### src/rtl/operand_stage.sv
// Operand stage: issues register-file reads, then resolves EX/MEM forwarding and
// load-use stalls before handing operands downstream through a valid/ready register.
module operand_stage (
  input  logic        clk,
  input  logic        rst,
  input  logic        in_valid,
  output logic        out_ready,
  input  logic [5:0]  in_rs,
  input  logic [5:0]  in_rt,
  input  logic [5:0]  in_rd,
  input  logic        in_ctrl_regwrt,
  input  logic        in_ctrl_memrd,
  output logic [5:0]  out_rs,
  output logic [5:0]  out_rt,
  input  logic [31:0] in_rsval,
  input  logic [31:0] in_rtval,
  input  logic        in_ex_regwrt,
  input  logic        in_ex_memrd,
  input  logic [5:0]  in_ex_rd,
  input  logic [31:0] in_ex_val,
  input  logic        in_mem_regwrt,
  input  logic [5:0]  in_mem_rd,
  input  logic [31:0] in_mem_val,
  input  logic        in_flush,
  output logic        out_valid,
  input  logic        in_ready,
  output logic [31:0] out_rsval,
  output logic [31:0] out_rtval,
  output logic [5:0]  out_rd,
  output logic        out_ctrl_regwrt,
  output logic        out_ctrl_memrd
);

  typedef enum logic [1:0] {
    IDLE = 2'd0,
    READ = 2'd1,
    EVAL = 2'd2
  } state_t;

  state_t      state_r;
  state_t      state_nxt_s;
  logic [5:0]  slot_rd_r;
  logic        slot_regwrt_r;
  logic        slot_memrd_r;
  logic        hazard_s;
  logic        advance_s;
  logic        accept_s;
  logic [31:0] fwd_rs_s;
  logic [31:0] fwd_rt_s;

  // EX wins over MEM; a load in EX never forwards (that case is the load-use stall).
  function automatic logic [31:0] fwd_sel(
    input logic [5:0]  idx,
    input logic [31:0] rf_val,
    input logic        ex_regwrt,
    input logic        ex_memrd,
    input logic [5:0]  ex_rd,
    input logic [31:0] ex_val,
    input logic        mem_regwrt,
    input logic [5:0]  mem_rd,
    input logic [31:0] mem_val
  );
    logic [31:0] res;
    if (ex_regwrt && !ex_memrd && (ex_rd == idx)) begin
      res = ex_val;
    end else if (mem_regwrt && (mem_rd == idx)) begin
      res = mem_val;
    end else begin
      res = rf_val;
    end
    return res;
  endfunction

  // Handshake qualifiers, forwarding muxes and next-state selection.
  always_comb begin
    hazard_s    = 1'b0;
    advance_s   = 1'b0;
    out_ready   = 1'b0;
    accept_s    = 1'b0;
    state_nxt_s = state_r;
    fwd_rs_s    = fwd_sel(out_rs, in_rsval, in_ex_regwrt, in_ex_memrd, in_ex_rd, in_ex_val,
                          in_mem_regwrt, in_mem_rd, in_mem_val);
    fwd_rt_s    = fwd_sel(out_rt, in_rtval, in_ex_regwrt, in_ex_memrd, in_ex_rd, in_ex_val,
                          in_mem_regwrt, in_mem_rd, in_mem_val);

    if (state_r == EVAL) begin
      hazard_s = in_ex_regwrt && in_ex_memrd && ((in_ex_rd == out_rs) || (in_ex_rd == out_rt));
    end else begin
      hazard_s = 1'b0;
    end

    advance_s = (state_r == EVAL) && !hazard_s && (!out_valid || in_ready);
    out_ready = (state_r == IDLE) || advance_s;
    accept_s  = in_valid && out_ready && !in_flush;

    if (in_flush) begin
      state_nxt_s = IDLE;
    end else begin
      case (state_r)
        IDLE:    state_nxt_s = accept_s ? READ : IDLE;
        READ:    state_nxt_s = EVAL;
        EVAL: begin
          if (advance_s) begin
            state_nxt_s = accept_s ? READ : IDLE;
          end else begin
            state_nxt_s = EVAL;
          end
        end
        default: state_nxt_s = IDLE;
      endcase
    end
  end

  // State, instruction slot and output register.
  always_ff @(posedge clk) begin
    if (rst) begin
      state_r         <= IDLE;
      out_rs          <= 6'd0;
      out_rt          <= 6'd0;
      slot_rd_r       <= 6'd0;
      slot_regwrt_r   <= 1'b0;
      slot_memrd_r    <= 1'b0;
      out_valid       <= 1'b0;
      out_rsval       <= 32'd0;
      out_rtval       <= 32'd0;
      out_rd          <= 6'd0;
      out_ctrl_regwrt <= 1'b0;
      out_ctrl_memrd  <= 1'b0;
    end else begin
      state_r <= state_nxt_s;
      if (accept_s) begin
        out_rs        <= in_rs;
        out_rt        <= in_rt;
        slot_rd_r     <= in_rd;
        slot_regwrt_r <= in_ctrl_regwrt;
        slot_memrd_r  <= in_ctrl_memrd;
      end
      // Outputs only move on advance, so they hold while downstream stalls.
      if (in_flush) begin
        out_valid <= 1'b0;
      end else if (advance_s) begin
        out_valid       <= 1'b1;
        out_rsval       <= fwd_rs_s;
        out_rtval       <= fwd_rt_s;
        out_rd          <= slot_rd_r;
        out_ctrl_regwrt <= slot_regwrt_r;
        out_ctrl_memrd  <= slot_memrd_r;
      end else if (out_valid && in_ready) begin
        out_valid <= 1'b0;
      end
    end
  end

endmodule

### config.mk
export PLATFORM = sky130hd
export DESIGN_NAME = operand_stage
export DESIGN_NICKNAME = d
export VERILOG_FILES = /design/src/rtl/operand_stage.sv
export SDC_FILE = /design/constraint.sdc
export NUM_CORES = 1
export LEC_CHECK = 0
export CORE_UTILIZATION = 41
export CTS_CLUSTER_SIZE = 10
export DETAILED_ROUTE_END_ITERATION = 6
export PLACE_DENSITY = 0.81
export SLEW_MARGIN = 40
export SYNTH_ARGS = -nofsm -noshare
export SYNTH_HDL_FRONTEND = slang
export SYNTH_SLANG_ARGS = --single-unit
### constraint.sdc
create_clock -name clk -period 2.6 [get_ports clk]
set_input_delay 0.26 -clock clk [delete_from_list [all_inputs] [get_ports clk]]
set_output_delay 0.26 -clock clk [all_outputs]
set_load 0.02 [all_outputs]
# [Word-level counts from Yosys, hierarchy flattened]
# Index checks and enable logic that the tools add are counted.
[word_totals] word_cells=52 in_bits=168 ff_bits=95 output_inout_bits=86
[classes] n_reduce_logical=23 bitwise=1 n_eq_ne=6 n_mux=10
[op_table] op="32-bit 2-to-1 mux" count=4
[op_table] op="6-bit equality test" count=4
[op_table] op="1-bit logical AND" count=12
[op_table] op="2-bit case mux with 3 select lines" count=1
[op_table] op="1-bit zero test" count=4
[op_table] op="1-bit 2-to-1 mux" count=4
[op_table] op="1-bit logical OR" count=3
[op_table] op="2-bit by 1-bit equality test with 1-bit output, second input constant" count=1
[op_table] op="2-bit equality test, second input constant" count=1
[op_table] op="2-bit zero test" count=1
[op_table] op="2-bit 2-to-1 mux" count=1
[op_table] op="2-bit AND reduction" count=1
[op_table] op="2-bit nonzero test" count=1
[op_table] op="2-bit OR reduction" count=1
[op_table] op="1-bit inverter" count=1

# [Logic depth before layout (Yosys ltp)]
[logic_depth] depth_word=13 depth_mapped=8 mapped_depth_nobuf=6

# [Worst setup path before layout]
# Ideal clock, no wire load.
[synth_timing] path_type="register to register" startpoint="register out_rt[1]" endpoint="register out_rtval[22]" t_arrival_ns=2.027 path_buffers=1 required_time_ns=2.483 path_stages_with_launch=8 slack_ns=0.456 cell_sequence="dfxtp_1 -> xnor2_1 -> nand4_1 -> nor4_4 -> buf_2 -> mux2_2 -> mux2_2 -> a22o_1"
[synth_between] elab_chain_len=8 word_cells_on_any_way=13 cone_classes="eq/ne (2); mux (3); reduce/logical (8)"
[synth_lines] element="start: declaration" line_no="14" text="output logic [5:0] out_rt,"
[synth_lines] element="start signal: assignment" line_no="133" text="out_rt <= in_rt;"
[synth_lines] element="6-bit equality test" line_no="64, 87"
[synth_lines] element="1-bit logical OR" line_no="87" text="hazard_s = in_ex_regwrt && in_ex_memrd && ((in_ex_rd == out_rs) || (in_ex_rd == out_rt));"
[synth_lines] element="1-bit logical AND" line_no="87"
[synth_lines] element="1-bit 2-to-1 mux" line_no="86" text="if (state_r == EVAL) begin"
[synth_lines] element="1-bit zero test" line_no="92" text="advance_s = (state_r == EVAL) && !hazard_s && (!out_valid || in_ready);"
[synth_lines] element="1-bit logical AND (2 in series)" line_no="92"
[synth_lines] element="2-bit AND reduction (no line)"
[synth_lines] element="end signal: assignment" line_no="144" text="out_rtval <= fwd_rt_s;"
[synth_lines] element="end: declaration" line_no="28" text="output logic [31:0] out_rtval,"
# Parallel ways exist; a longest one is shown, timed or not.
# A chain may end at the register's enable or synchronous reset.

# [Worst setup path in the final report]
[layout_timing] startpoint="input port in_mem_rd[2]" endpoint="register out_rtval[22]"
[layout_between] elab_chain_len=4
[layout_lines] element="start: declaration" line_no="22" text="input logic [5:0] in_mem_rd,"
[layout_lines] element="6-bit equality test" line_no="66" text="end else if (mem_regwrt && (mem_rd == idx)) begin"
[layout_lines] element="1-bit logical AND" line_no="66"
[layout_lines] element="32-bit 2-to-1 mux" line_no="66"
[layout_lines] element="32-bit 2-to-1 mux" line_no="64" text="if (ex_regwrt && !ex_memrd && (ex_rd == idx)) begin"
# Every way passes these cells.

==> results.toml <==
[clocking]
cts_tree = "done"
cts-buffers-inserted = 9
max-clock-path-buffers = 2
cts_num_sinks = 95
clk_root_buffer_cell = "sky130_fd_sc_hd__clkbuf_16"
insertion_delay_ns = 0.34
clkTransAtPathRegs_ns = 0.06
cts.repair_timing.setup_buffer_count = 0
holdBufCountCts = 0
htreeDepth = 3

[timing]
finalCritPeriodShare_pct = 87.7
timing.final.max_slew_violations = 0
report.final.setup_viol = 0
finalClockSkew_ns = 0.00662
setup_slack_ns = 0.321
max_freq_ghz = 0.439
timing.max_slew.rel_slack_pct = 65.6
timing.hold.ws_ns = 0.468
timing.setup.tns_ns = 0
tmin_final_ns = 2.28
worst_slew_pin_slew_ns = 0.515
hold_viol_final = 0
grt_setup_unrepaired = "false"

[route]
antenna_violating_nets_post_route = 0
number_of_vias_after_detailed_routing = 4847
vias_per_instance = 5.32
drt-wirelength-per-cell_um = 19.0
drt_drc_violations_left = 0
drt-pass1-iter-count = 5
finalWirelength_mm = 17.3
detail_route.iter0.violations = 285

[pwr]
total_power_per_unit_cell_area_nw_per_um2 = 422
vdd.ir_drop.worst_mv = 0.341
power_mw = 3.48
cellLeakagePower_nw = 3.02
internal_power_mw = 2.68
sw_frac_of_total_pct = 23.1
portion_of_total_power_attributed_to_the_clock_network_pct = 39.6
comb_power_share_pct = 17.3
switching_component_of_the_power_uw = 806
power_frac_seq_pct = 43.0

[setup_path]
path_max_fanout = 19
category_of_the_critical_setup_timing_path = "in -> reg"
timing.critical_path.slowest_cell_delay_ns = 0.52
worstPathBufferInverterCount = 2
crit_family = "buffers and inverters"
critical_path_launch_point_type = "input port"
crit_path_top_delay_cell = "sky130_fd_sc_hd__clkdlybuf4s50_1"
crit_path_cell_trace = "clkdlybuf4s50_1, xnor2_1, nand4_1, nor4_4, buf_4, mux2_2, mux2_2, a22o_1"
crit_path_end_kind = "flop"
crit_arrival_ns = 2.51
worstPathRequired_ns = 2.83
path_common_cell = "sky130_fd_sc_hd__mux2_2"

[logic_synthesis]
synth_seq_cells = 95
async_reset_ff_share_pct = 0
synth.area.mux_share_pct = 25.7
synth_compound_gate_area_share_pct = 12.6
postSynthNetCount = 659
synth_ff_type = "sky130_fd_sc_hd__dfxtp_1"
synth_top_family_by_area = "multiplexers"
synth_area_per_cell_um2 = 10.5
synth_cells = 491
synth_simple_gate_area_share_pct = 16.5
synth_edf_count = 0
seq_area_frac_synth_pct = 36.7
syn_area_um2 = 5180
synthesis.yosys.warnings = 0
yosys.area_share.xor_xnor_pct = 4.06
synthAdderAreaFrac_pct = 0
yosys.cell_types.count = 37

[layout]
stdcell_count = 911
drive_above_1_share_pct = 14.4
area_overhead_vs_synth_pct = 59.1
final_core_utilization_pct = 67.8
finalInstanceArea_um2 = 8240
antennaDiodeCount = 0
fin_nets = 906

[grt]
global_route_wire_length_before_repair_mm = 26.8
gr-total-overflow = 0
grt_pass1_vias = 5094
antenna_violations_before_repair = 0
groute.usage.overall_pct = 26.5
grt_start_max_net_pins = 65

[placement]
port_buffers = 253
place_congestion = 0.818
postPlaceCellArea_um2 = 7930
place.detailed.instances = 895
hpwl_after_detailed_placement_mm = 12.8
place_worst_setup_slack_ns = -0.0229

[floorplanning]
site_row_count = 40
core_area_um2 = 12200
initial_core_utilization_pct = 42.6
count_of_boundary_i_o_pins = 254
fp.dieW_um = 114
die_h_um = 114
floorplan.die_area_um2 = 13100

[status]
outcome = "complete, no violations"

[job]
timing.max_cap.violations = 0

[min_path]
holdCritPathClass = "reg -> reg"
[worst reg2reg max path, stage by stage (launching register included)]
cell and delay (ns):
sky130_fd_sc_hd__dfxtp_1 0.42, sky130_fd_sc_hd__xnor2_1 0.15, sky130_fd_sc_hd__nand4_1 0.20, sky130_fd_sc_hd__nor4_4 0.20
sky130_fd_sc_hd__buf_4 0.35, sky130_fd_sc_hd__mux2_2 0.40, sky130_fd_sc_hd__mux2_2 0.26, sky130_fd_sc_hd__a22o_1 0.18
[state kept, by name, indices dropped and copies added, names as in the netlist]
signal	count
slot_memrd_r	1
out_rd	6
state_r	2
out_ctrl_memrd	1
out_valid	1
out_rsval	32
slot_rd_r	6
out_rs	6
out_ctrl_regwrt	1
out_rtval	32
out_rt	6
slot_regwrt_r	1
[kinds of logic after synthesis]
logic type	after synthesis
AOI/OAI and AO/OA	69
xor gates and xnor gates	24
buffers and inverters	40
DFF	95
muxes	125
and+or+nand+nor	138
[placed cells by master (no fill, tap or decap), drive strengths merged]
cell	instances
a31oi	1
xor2	16
and2b	1
dlymetal6s2s	1
nor3b	1
clkdlybuf4s50	252
mux2	62
buf	21
or2	1
nand2b	40
a22o	33
nand3	5
dfxtp	95
and3	1
o22ai	1
clkbuf	13
inv	2
or3	31
nor2	12
a21boi	1
nor2b	2
or2b	1
o221a	1
and2	1
xnor2	8
bufinv	1
a32o	31
a21oi	1
nand4	3
clkinv	2
mux2i	63
nor4	5
nand2	34
[power by group through the flow]
stage	Clock, mW	Combinational, mW	Sequential (mW)
after floorplan	0	0.218	1.54
after global placement	0	0.591	1.53
after detailed placement	0	0.601	1.53
after CTS	1.41	0.607	1.50
after global routing	1.47	0.645	1.50
final	1.38	0.604	1.50
[cell type report]
class / instances / area [µm²]
clock buffer: 13 / 270
clock inverter: 3 / 40.0
fill: 950 / 3920
inverter: 2 / 7.51
multi-input combinational: 356 / 3060
sequential: 95 / 1900
tap: 168 / 210
timing repair buffer: 274 / 2760
[per-layer routing]
layer | global-route usage (%) | share of wire, % | vias to the layer above
met5 | 0 | 0 | -
met4 | 11.2 | 2.9 | 0
met3 | 7.20 | 8.1 | 36
li1 | - | - | 2298
met1 | 31.1 | 41 | 2290
met2 | 45.5 | 48 | 223
[timing repair]
| item | 4_1_cts | 5_1_grt |
|---|---|---|
| hold endpoints to repair | 0 | 0 |
| gates resized for setup | 0 | 1 |
| setup endpoints to repair | 0 | 1 |
[final timing paths]
check / start / end / slack, ns / cells past startpoint
setup / recovery: in_mem_rd[2] / out_rtval[22] / 0.32 / 8
hold / removal: out_rsval[23] / out_rsval[23] / 0.47 / 1
setup reg to reg: out_rt[4] / out_rtval[22] / 0.34 / 7
hold reg to reg: out_rsval[23] / out_rsval[23] / 0.47 / 1
[cells in the mapped netlist (11+ instances only)]
library cell / instances / area share, %
sky130_fd_sc_hd__nand2b_1: 40 / 4.8
sky130_fd_sc_hd__buf_2: 20 / 1.9
sky130_fd_sc_hd__mux2_2: 57 / 12
sky130_fd_sc_hd__nand2_1: 34 / 2.5
sky130_fd_sc_hd__dfxtp_1: 95 / 37
sky130_fd_sc_hd__or3_1: 31 / 3.7
sky130_fd_sc_hd__mux2i_1: 63 / 12
sky130_fd_sc_hd__nor2_1: 11 / 0.80
sky130_fd_sc_hd__a32o_1: 31 / 6.0
sky130_fd_sc_hd__xor2_1: 16 / 2.7
sky130_fd_sc_hd__a22o_1: 33 / 5.6
No activity file was read; power rests on OpenSTA's default activity.
